## config.mk

```make
export PLATFORM = sky130hd
export DESIGN_NAME = instr_encoder_loader
export DESIGN_NICKNAME = d
export VERILOG_FILES = /design/src/rtl/instr_encoder_loader.sv
export SDC_FILE = /design/constraint.sdc
export NUM_CORES = 1
export LEC_CHECK = 0
export ABC_AREA = 1
export BUFFER_PORTS_ARGS = -buffer_cell sky130_fd_sc_hd__buf_2
export CORE_MARGIN = 10
export CORE_UTILIZATION = 45
export CTS_BUF_LIST = sky130_fd_sc_hd__clkbuf_4 sky130_fd_sc_hd__clkbuf_8 sky130_fd_sc_hd__clkbuf_16
export CTS_CLUSTER_DIAMETER = 200
export CTS_CLUSTER_SIZE = 8
export DETAILED_ROUTE_END_ITERATION = 6
export PLACE_DENSITY = 0.71
export SKIP_LAST_GASP = 1
export SYNTH_ARGS = -nofsm -noshare
export SYNTH_HDL_FRONTEND = slang
export SYNTH_SLANG_ARGS = --single-unit
```

## constraint.sdc

```tcl
create_clock -name clk -period 3.7 [get_ports clk]
set_input_delay 0.37 -clock clk [delete_from_list [all_inputs] [get_ports clk]]
set_output_delay 0.37 -clock clk [all_outputs]
set_load 0.03 [all_outputs]
```

## src/rtl/instr_encoder_loader.sv

```systemverilog
// RV32I field-to-word encoder that streams legal words into instruction memory at consecutive addresses.
// Latency: 1 cycle from tuple acceptance to wr_en/wr_data; sustains 1 word/cycle when wr_ready stays high.
// Backpressure: in_ready drops while a write is stalled by wr_ready, during clear, and once the program is full.
module instr_encoder_loader #(
    parameter logic [31:0] BASE_ADDR = 32'h0000_0000,
    parameter int          MAX_WORDS = 256,
    parameter int          AW        = 32,
    localparam int         CW        = $clog2(MAX_WORDS + 1)
) (
    input  logic          clk,
    input  logic          rst_n,
    input  logic          clear,
    input  logic          in_valid,
    output logic          in_ready,
    input  logic [6:0]    opcode,
    input  logic [4:0]    rd,
    input  logic [2:0]    funct3,
    input  logic [4:0]    rs1,
    input  logic [4:0]    rs2,
    input  logic [6:0]    funct7,
    input  logic [31:0]   imm,
    output logic          wr_en,
    input  logic          wr_ready,
    output logic [AW-1:0] wr_addr,
    output logic [31:0]   wr_data,
    output logic [CW-1:0] word_count,
    output logic          full,
    output logic          err,
    output logic [1:0]    err_code
);

    localparam logic [6:0] OP_R    = 7'b0110011;
    localparam logic [6:0] OP_LOAD = 7'b0000011;
    localparam logic [6:0] OP_IMM  = 7'b0010011;
    localparam logic [6:0] OP_JALR = 7'b1100111;
    localparam logic [6:0] OP_S    = 7'b0100011;
    localparam logic [6:0] OP_B    = 7'b1100011;
    localparam logic [6:0] OP_LUI  = 7'b0110111;
    localparam logic [6:0] OP_AUIPC = 7'b0010111;
    localparam logic [6:0] OP_J    = 7'b1101111;

    localparam logic [1:0] CODE_OPCODE = 2'b01;
    localparam logic [1:0] CODE_RANGE  = 2'b10;

    logic signed [31:0] simm;
    logic [31:0]        enc;
    logic               op_ok;
    logic               range_ok;
    logic               accept;

    assign simm = $signed(imm);

    always_comb begin
        enc      = '0;
        op_ok    = 1'b1;
        range_ok = 1'b1;
        unique case (opcode)
            OP_R: enc = {funct7, rs2, rs1, funct3, rd, opcode};
            OP_LOAD, OP_IMM, OP_JALR: begin
                enc      = {imm[11:0], rs1, funct3, rd, opcode};
                range_ok = (simm >= -32'sd2048) && (simm <= 32'sd2047);
            end
            OP_S: begin
                enc      = {imm[11:5], rs2, rs1, funct3, imm[4:0], opcode};
                range_ok = (simm >= -32'sd2048) && (simm <= 32'sd2047);
            end
            OP_B: begin
                enc      = {imm[12], imm[10:5], rs2, rs1, funct3, imm[4:1], imm[11], opcode};
                range_ok = (simm >= -32'sd4096) && (simm <= 32'sd4094) && !imm[0];
            end
            OP_LUI, OP_AUIPC: begin
                enc      = {imm[31:12], rd, opcode};
                range_ok = (imm[11:0] == 12'h000);
            end
            OP_J: begin
                enc      = {imm[20], imm[10:1], imm[11], imm[19:12], rd, opcode};
                range_ok = (simm >= -32'sd1048576) && (simm <= 32'sd1048574) && !imm[0];
            end
            default: op_ok = 1'b0;
        endcase
    end

    // A word still held in the output register counts toward capacity, so full can never overshoot.
    assign full     = (({1'b0, word_count} + (CW+1)'(wr_en)) == (CW+1)'(MAX_WORDS));
    assign in_ready = rst_n && !clear && !full && (!wr_en || wr_ready);
    assign accept   = in_valid && in_ready;

    always_ff @(posedge clk or negedge rst_n) begin
        if (!rst_n) begin
            wr_en      <= 1'b0;
            wr_data    <= '0;
            wr_addr    <= AW'(BASE_ADDR);
            word_count <= '0;
            err        <= 1'b0;
            err_code   <= 2'b00;
        end else if (clear) begin
            wr_en      <= 1'b0;
            wr_addr    <= AW'(BASE_ADDR);
            word_count <= '0;
            err        <= 1'b0;
            err_code   <= 2'b00;
        end else begin
            if (wr_en && wr_ready) begin
                wr_en      <= 1'b0;
                wr_addr    <= wr_addr + AW'(4);
                word_count <= word_count + CW'(1);
            end
            // A same-cycle accept overrides the wr_en drop above, keeping the pipe streaming.
            if (accept) begin
                if (op_ok && range_ok) begin
                    wr_en   <= 1'b1;
                    wr_data <= enc;
                end else begin
                    err      <= 1'b1;
                    err_code <= op_ok ? CODE_RANGE : CODE_OPCODE;
                end
            end
        end
    end

endmodule

```

=== Yosys cells after proc, flatten, opt, wreduce, memory -nomap -nowiden ===
Index checks and enable logic that the tools add are counted.

* Register bits: 77
* Input port bits: 69

* $add $sub $neg: 3
* $lt $le $gt $ge: 6
* Equal/unequal tests: 11
* Mux-type cells: 18
* Bitwise operators: 1
* Reductions and logical operators: 25

{| class="wikitable"
|+ Operators with widths
! operator !! number
|-
| 32-bit case mux with 6 select lines || 1
|-
| 32-bit two-way mux || 2
|-
| 32-bit by 3-bit adder with 32-bit output (second input constant) || 1
|-
| 32-bit by 12-bit >= comparator with 1-bit output (second input constant) || 1
|-
| 32-bit by 13-bit >= comparator with 1-bit output (second input constant) || 1
|-
| 32-bit by 21-bit >= comparator with 1-bit output (second input constant) || 1
|-
| 32-bit by 12-bit <= comparator with 1-bit output (second input constant) || 1
|-
| 32-bit by 13-bit <= comparator with 1-bit output (second input constant) || 1
|-
| 32-bit by 21-bit <= comparator with 1-bit output (second input constant) || 1
|-
| 7-bit by 6-bit equality test with 1-bit output (second input constant) || 3
|-
| 7-bit equality test (second input constant) || 3
|-
| 9-bit two-way mux || 2
|-
| 7-bit by 5-bit equality test with 1-bit output (second input constant) || 2
|-
| 12-bit zero test || 1
|-
| 1-bit logical AND || 11
|-
| 9-bit by 1-bit adder with 10-bit output || 1
|-
| 10-bit by 9-bit equality test with 1-bit output (second input constant) || 1
|-
| 9-bit by 1-bit adder with 9-bit output (second input constant) || 1
|-
| 9-bit OR reduction || 1
|-
| 1-bit two-way mux || 8
|-
| 2-bit two-way mux || 4
|-
| 7-bit by 2-bit equality test with 1-bit output (second input constant) || 1
|-
| 1-bit zero test || 4
|-
| 1-bit case mux with 4 select lines || 1
|-
| other kinds (9) || 10
|}

=== Logic depth before layout (Yosys ltp) ===
* Word-level depth: 8
* Mapped depth: 15
* Gate-level depth less buffers: 15

=== Least setup slack after synthesis ===
Ideal clock, no wire load.

* Kind: register -> register
* Start: register wr_en
* End: register err
* Setup time: 0.066 ns
* Arrival time: 2.466 ns
* Data required time: 3.634 ns
* Path slack: 1.169 ns
* Stages on the path, launching flop included: 12
* Buffers on the path: 0
* Period minus slack after synthesis: 2.531 ns
* Path through: dfrtp_1 -> ha_1 -> ha_1 -> nor2_1 -> nand2_1 -> a211oi_2 -> nor2_1 -> nand2_1 -> nand2_1 -> nand2_1 -> nand2_1 -> nand2_1

* Longest elaborated chain between the ends: 8
* Elaborated cells on any way between the ends: 10

{| class="wikitable"
|+ Ends and longest elaborated chain
! element !! RTL line !! RTL
|-
| start, declared || 22 || <nowiki>output logic wr_en,</nowiki>
|-
| start signal, assigned || 90 || <nowiki>wr_en <= 1'b0;</nowiki>
|-
| start signal, assigned || 97 || <nowiki>wr_en <= 1'b0;</nowiki>
|-
| start signal, assigned || 104 || <nowiki>wr_en <= 1'b0;</nowiki>
|-
| 9-bit by 1-bit adder with 10-bit output || 84 || <nowiki>assign full = (({1'b0, word_count} + (CW+1)'(wr_en)) == (CW+1)'(MAX_WORDS));</nowiki>
|-
| 10-bit by 9-bit equality test with 1-bit output || 84 ||
|-
| named net full || 27 || <nowiki>output logic full,</nowiki>
|-
| 1-bit zero test || 85 || <nowiki>assign in_ready = rst_n && !clear && !full && (!wr_en || wr_ready);</nowiki>
|-
| 1-bit logical AND (2 in a row) || 85 ||
|-
| named net in_ready || 14 || <nowiki>output logic in_ready,</nowiki>
|-
| 1-bit logical AND || 86 || <nowiki>assign accept = in_valid && in_ready;</nowiki>
|-
| 2-bit nonzero test (no line) || n/a ||
|-
| 2-bit AND reduction (no line) || n/a ||
|-
| end signal, assigned || 94 || <nowiki>err <= 1'b0;</nowiki>
|-
| end signal, assigned || 100 || <nowiki>err <= 1'b0;</nowiki>
|-
| end signal, assigned || 114 || <nowiki>err <= 1'b1;</nowiki>
|-
| end, declared || 28 || <nowiki>output logic err,</nowiki>
|}

The timed path passes the listed nets, and every way through them passes these cells.
A chain may end at the register's enable or synchronous reset.

=== Final worst setup path ===
* Start: register wr_en
* End: output in_ready

* Longest elaborated chain between the ends: 5
* Elaborated cells on any way between the ends: 7

{| class="wikitable"
|+ Ends and longest elaborated chain
! element !! RTL line
|-
| 9-bit by 1-bit adder with 10-bit output || 84
|-
| 10-bit by 9-bit equality test with 1-bit output || 84
|-
| 1-bit zero test || 85
|-
| 1-bit logical AND || 85
|-
| 1-bit logical AND * || 85
|-
| end, declared || 14
|}

Mark *: on every way between the ends. The rest lies on a longest branch, timed or not.

==> metrics.txt <==
# TYPE chip_impl_metric gauge
chip_impl_info{name="outcome",value="finished, final reports clean"} 1
chip_impl_metric{name="synth-xor-area-share",unit="%"} 1.26
chip_impl_metric{name="r2r_setup_slack",unit="ns"} 1.18
chip_impl_metric{name="detailroute.via_count",unit=""} 5115
chip_impl_metric{name="drt_pass1_iterations",unit=""} 5
chip_impl_info{name="postSynth.topFlopCell",value="sky130_fd_sc_hd__dfrtp_1"} 1
chip_impl_info{name="critical_path.startpoint_type",value="flip-flop"} 1
chip_impl_metric{name="numCtsBuffers",unit=""} 9
chip_impl_metric{name="number_of_global_route_vias_before_repair",unit=""} 5039
chip_impl_info{name="tritoncts_clock_tree",value="yes"} 1
chip_impl_info{name="worst_reg2reg_startpoint",value="wr_en$_DFF_PN0_"} 1
chip_impl_info{name="synth_area_leaders",value="sky130_fd_sc_hd__dfrtp_1 39%, sky130_fd_sc_hd__nand2_1 16%, sky130_fd_sc_hd__inv_1 5.6%"} 1
chip_impl_metric{name="wl",unit="µm"} 15300
chip_impl_metric{name="wire_length_of_the_first_global_routing_pass",unit="µm"} 24400
chip_impl_metric{name="synth-seq-cells",unit=""} 75
chip_impl_metric{name="synth.yosys.seq_area_share",unit="%"} 38.6
chip_impl_metric{name="synth_mux_area_share",unit="%"} 0
chip_impl_metric{name="die_h",unit="µm"} 124
chip_impl_info{name="hold_class",value="in -> async"} 1
chip_impl_info{name="combinational_family_with_the_most_area_after_synthesis",value="simple AND/OR/NAND/NOR gates"} 1
chip_impl_info{name="worstReg2RegEnd",value="wr_data[26]$_DFFE_PN0P_"} 1
chip_impl_metric{name="peakVddDrop",unit="µV"} 132
chip_impl_metric{name="die_area",unit="mm²"} 0.0154
chip_impl_metric{name="clock_sink_count",unit=""} 75
chip_impl_metric{name="num_antenna_cells",unit=""} 0
chip_impl_metric{name="drt_iter0_drc",unit=""} 380
chip_impl_info{name="cell_taking_the_most_area_after_synthesis",value="sky130_fd_sc_hd__dfrtp_1"} 1
chip_impl_metric{name="per_instance_average_area_after_synthesis",unit="µm²"} 7.10
chip_impl_metric{name="synthAdderAreaFrac",unit="%"} 1.03
chip_impl_metric{name="drt-wirelength-per-cell",unit="µm"} 15.9
chip_impl_info{name="path_class",value="reg -> out"} 1
chip_impl_metric{name="cts.hold.buffers_added",unit=""} 0
chip_impl_metric{name="synth_cell_types",unit=""} 42
chip_impl_metric{name="layout_worst_path_cycle_share",unit="%"} 69.6
chip_impl_metric{name="num_rows",unit=""} 37
chip_impl_metric{name="floorplan.io_pins",unit=""} 148
chip_impl_metric{name="start_util",unit="%"} 46.7
chip_impl_metric{name="synth_edf_count",unit=""} 0
chip_impl_metric{name="period_needed",unit="ns"} 2.58
chip_impl_metric{name="gp_congestion",unit=""} 0.919
chip_impl_metric{name="fmax",unit="MHz"} 388
chip_impl_metric{name="setup_violations",unit=""} 0
chip_impl_metric{name="cts.path.max_buffers",unit=""} 2
chip_impl_metric{name="hold_slack",unit="ns"} 0.253
chip_impl_metric{name="finalSetupTns",unit="ns"} 0
chip_impl_metric{name="required_time_of_the_critical_path",unit="ns"} 3.33
chip_impl_metric{name="p_per_area",unit="mW/mm²"} 295
chip_impl_metric{name="synthesis.yosys.warnings",unit=""} 0
chip_impl_metric{name="rr_worst_depth",unit=""} 10
chip_impl_metric{name="cts-resized-gates",unit=""} 0
chip_impl_metric{name="simple_gate_portion_of_the_synthesized_area",unit="%"} 37.3
chip_impl_metric{name="layout-drive-gt1-share",unit="%"} 25.2
chip_impl_metric{name="drtAntennaViolNets",unit=""} 0
chip_impl_metric{name="async_flop_share",unit="%"} 100
chip_impl_metric{name="relSlewSlack",unit="%"} 38.4
chip_impl_metric{name="mapped_cells",unit=""} 685
chip_impl_metric{name="synthToLayoutAreaGrowth",unit="%"} 20.1
chip_impl_info{name="worstSetupEndpointType",value="primary output"} 1
chip_impl_info{name="synthMostInstantiatedCell",value="sky130_fd_sc_hd__nand2_1"} 1
chip_impl_metric{name="remaining_drc_errors",unit=""} 0
chip_impl_metric{name="drv_slew",unit=""} 0
chip_impl_metric{name="core_area",unit="mm²"} 0.0104
chip_impl_metric{name="worstSkewPairLatency",unit="ns"} 0.35
chip_impl_metric{name="post-cts-setup-buffers",unit=""} 0
chip_impl_metric{name="detailedPlacementHpwl",unit="µm"} 12300
chip_impl_metric{name="power.static_leakage",unit="µW"} 0.00301
chip_impl_metric{name="fin_worst_skew",unit="ns"} 0.0119
chip_impl_metric{name="detail_route.vias_per_cell",unit=""} 5.32
chip_impl_metric{name="timing_hold_violations_final",unit=""} 0
chip_impl_metric{name="cts-htree-levels",unit=""} 3
chip_impl_metric{name="clk_pin_slew",unit="ns"} 0.08
chip_impl_info{name="cts-root-buf",value="sky130_fd_sc_hd__clkbuf_8"} 1
chip_impl_metric{name="nets",unit=""} 894
chip_impl_metric{name="dieWidth",unit="µm"} 124
chip_impl_metric{name="gr-total-overflow",unit=""} 0
chip_impl_metric{name="buffer_ports.inserted",unit=""} 145
chip_impl_metric{name="grt_antenna_before_repair",unit=""} 0
chip_impl_metric{name="cap_viol_max_count",unit=""} 0
chip_impl_metric{name="grt_max_degree",unit=""} 76
chip_impl_info{name="rsz0062_at_grt",value="no"} 1
chip_impl_metric{name="arrival",unit="ns"} 2.21
chip_impl_metric{name="worst_pin_slew",unit="ns"} 0.924
chip_impl_info{name="yosys-top-cells-count",value="205 x sky130_fd_sc_hd__nand2_1, 75 x sky130_fd_sc_hd__dfrtp_1, 73 x sky130_fd_sc_hd__inv_1"} 1
chip_impl_metric{name="netlist.area_leader.share",unit="%"} 38.6
chip_impl_metric{name="cp_max_fo",unit=""} 4
chip_impl_metric{name="syn_area",unit="mm²"} 0.00486
chip_impl_metric{name="overall_routing_resource_usage",unit="%"} 19.6
chip_impl_metric{name="synth_compound_gate_area_share",unit="%"} 11.8
layout by cell type, fill, tap and decap left out, types with 3 or more instances in the layout:
master | synthesis | routed
sky130_fd_sc_hd__a21oi_1 | 23 | 23
sky130_fd_sc_hd__buf_2 | 5 | 144
sky130_fd_sc_hd__buf_4 | 4 | 3
sky130_fd_sc_hd__clkbuf_8 | 0 | 10
sky130_fd_sc_hd__clkinvlp_4 | 0 | 3
sky130_fd_sc_hd__dfrtp_1 | 75 | 75
sky130_fd_sc_hd__ha_1 | 4 | 4
sky130_fd_sc_hd__inv_1 | 73 | 73
sky130_fd_sc_hd__inv_2 | 13 | 13
sky130_fd_sc_hd__nand2_1 | 205 | 205
sky130_fd_sc_hd__nand2_2 | 5 | 5
sky130_fd_sc_hd__nand3_1 | 29 | 29
sky130_fd_sc_hd__nand4_1 | 42 | 42
sky130_fd_sc_hd__nor2_1 | 56 | 56
sky130_fd_sc_hd__nor2_2 | 8 | 8
sky130_fd_sc_hd__nor2_4 | 3 | 3
sky130_fd_sc_hd__nor3_1 | 30 | 30
sky130_fd_sc_hd__nor3_2 | 5 | 4
sky130_fd_sc_hd__o211ai_1 | 8 | 8
sky130_fd_sc_hd__o21a_1 | 3 | 3
sky130_fd_sc_hd__o21ai_0 | 38 | 38
sky130_fd_sc_hd__o21ai_1 | 3 | 3
sky130_fd_sc_hd__o221a_2 | 3 | 3
sky130_fd_sc_hd__o221ai_1 | 4 | 4
sky130_fd_sc_hd__o31ai_1 | 5 | 5
sky130_fd_sc_hd__xor2_1 | 6 | 6
metrics by stage:
step	util [%]	std cells	total power (µW)	area, µm²	worst slack (ns)
after CTS	56.1	962	1730	5840	1.15
after detailed placement	54.1	946	1080	5630	1.15
after global placement	54.1	946	1080	5630	1.22
final	56.1	962	1720	5840	1.12
after global routing	56.1	962	1800	5840	0.962
after floorplan	-	686	983	4870	1.17
per-layer routing:
layer	routed length, µm	global-route usage [%]	part of all wire [%]
met4	197	6.55	1.3
met2	7220	32.2	47
met3	1180	4.39	7.7
met5	0	0	0
met1	6730	25.1	44
layout make-up:
cell class,instances,area (µm²)
repair buffers,147,743
clock inverters,5,61.3
multi-input cells,501,2510
clock buffers,11,145
flip-flops and latches,75,1880
fillers,1036,4580
inverters,87,329
well taps,136,170
logic make-up (layout without fill, tap and decap cells):
logic type | count (synthesis) | after routing
AO/OA/AOI/OAI | 94 | 94
XOR/XNOR | 7 | 7
adder cells (fa/ha/maj) | 4 | 4
buffers and inverters | 110 | 250
flip-flops | 75 | 75
other | 1 | 2
AND/OR/NAND/NOR | 394 | 394
worst max-delay path: stages (launching register included):
cell and delay, ns:
sky130_fd_sc_hd__dfrtp_1 0.43, sky130_fd_sc_hd__ha_1 0.24, sky130_fd_sc_hd__ha_1 0.20, sky130_fd_sc_hd__o21ai_0 0.16, sky130_fd_sc_hd__nand2_1 0.09, sky130_fd_sc_hd__a211oi_2 0.39, sky130_fd_sc_hd__nor2_1 0.14, sky130_fd_sc_hd__buf_2 0.21
how the worst max path moves through the flow:
stage               startpoint                 endpoint  slack (ns)
6_report       wr_en$_DFF_PN0_                 in_ready        1.12
5_1_grt        wr_en$_DFF_PN0_  wr_data[26]$_DFFE_PN0P_        0.96
4_1_cts        wr_en$_DFF_PN0_                 in_ready        1.15
3_5_place_dp         opcode[1]  wr_data[26]$_DFFE_PN0P_        1.15
3_3_place_gp           imm[22]  wr_data[11]$_DFFE_PN0P_        1.22
2_1_floorplan  wr_en$_DFF_PN0_          err$_DFFE_PN0P_        1.17
where the power goes:
part	total [µW]	internal (µW)	switching, µW
sequential	843	832	11.6
combinational	225	66.0	159
clock	652	340	312
total	1720	1240	482
sequential cells by signal, summed over array words and instances, names as in the netlist:
| register | count |
|---|---|
| word_count | 9 |
| err_code | 2 |
| wr_data | 32 |
| wr_addr | 30 |
| err | 1 |
| wr_en | 1 |
No activity file was read; power rests on OpenSTA's default activity.
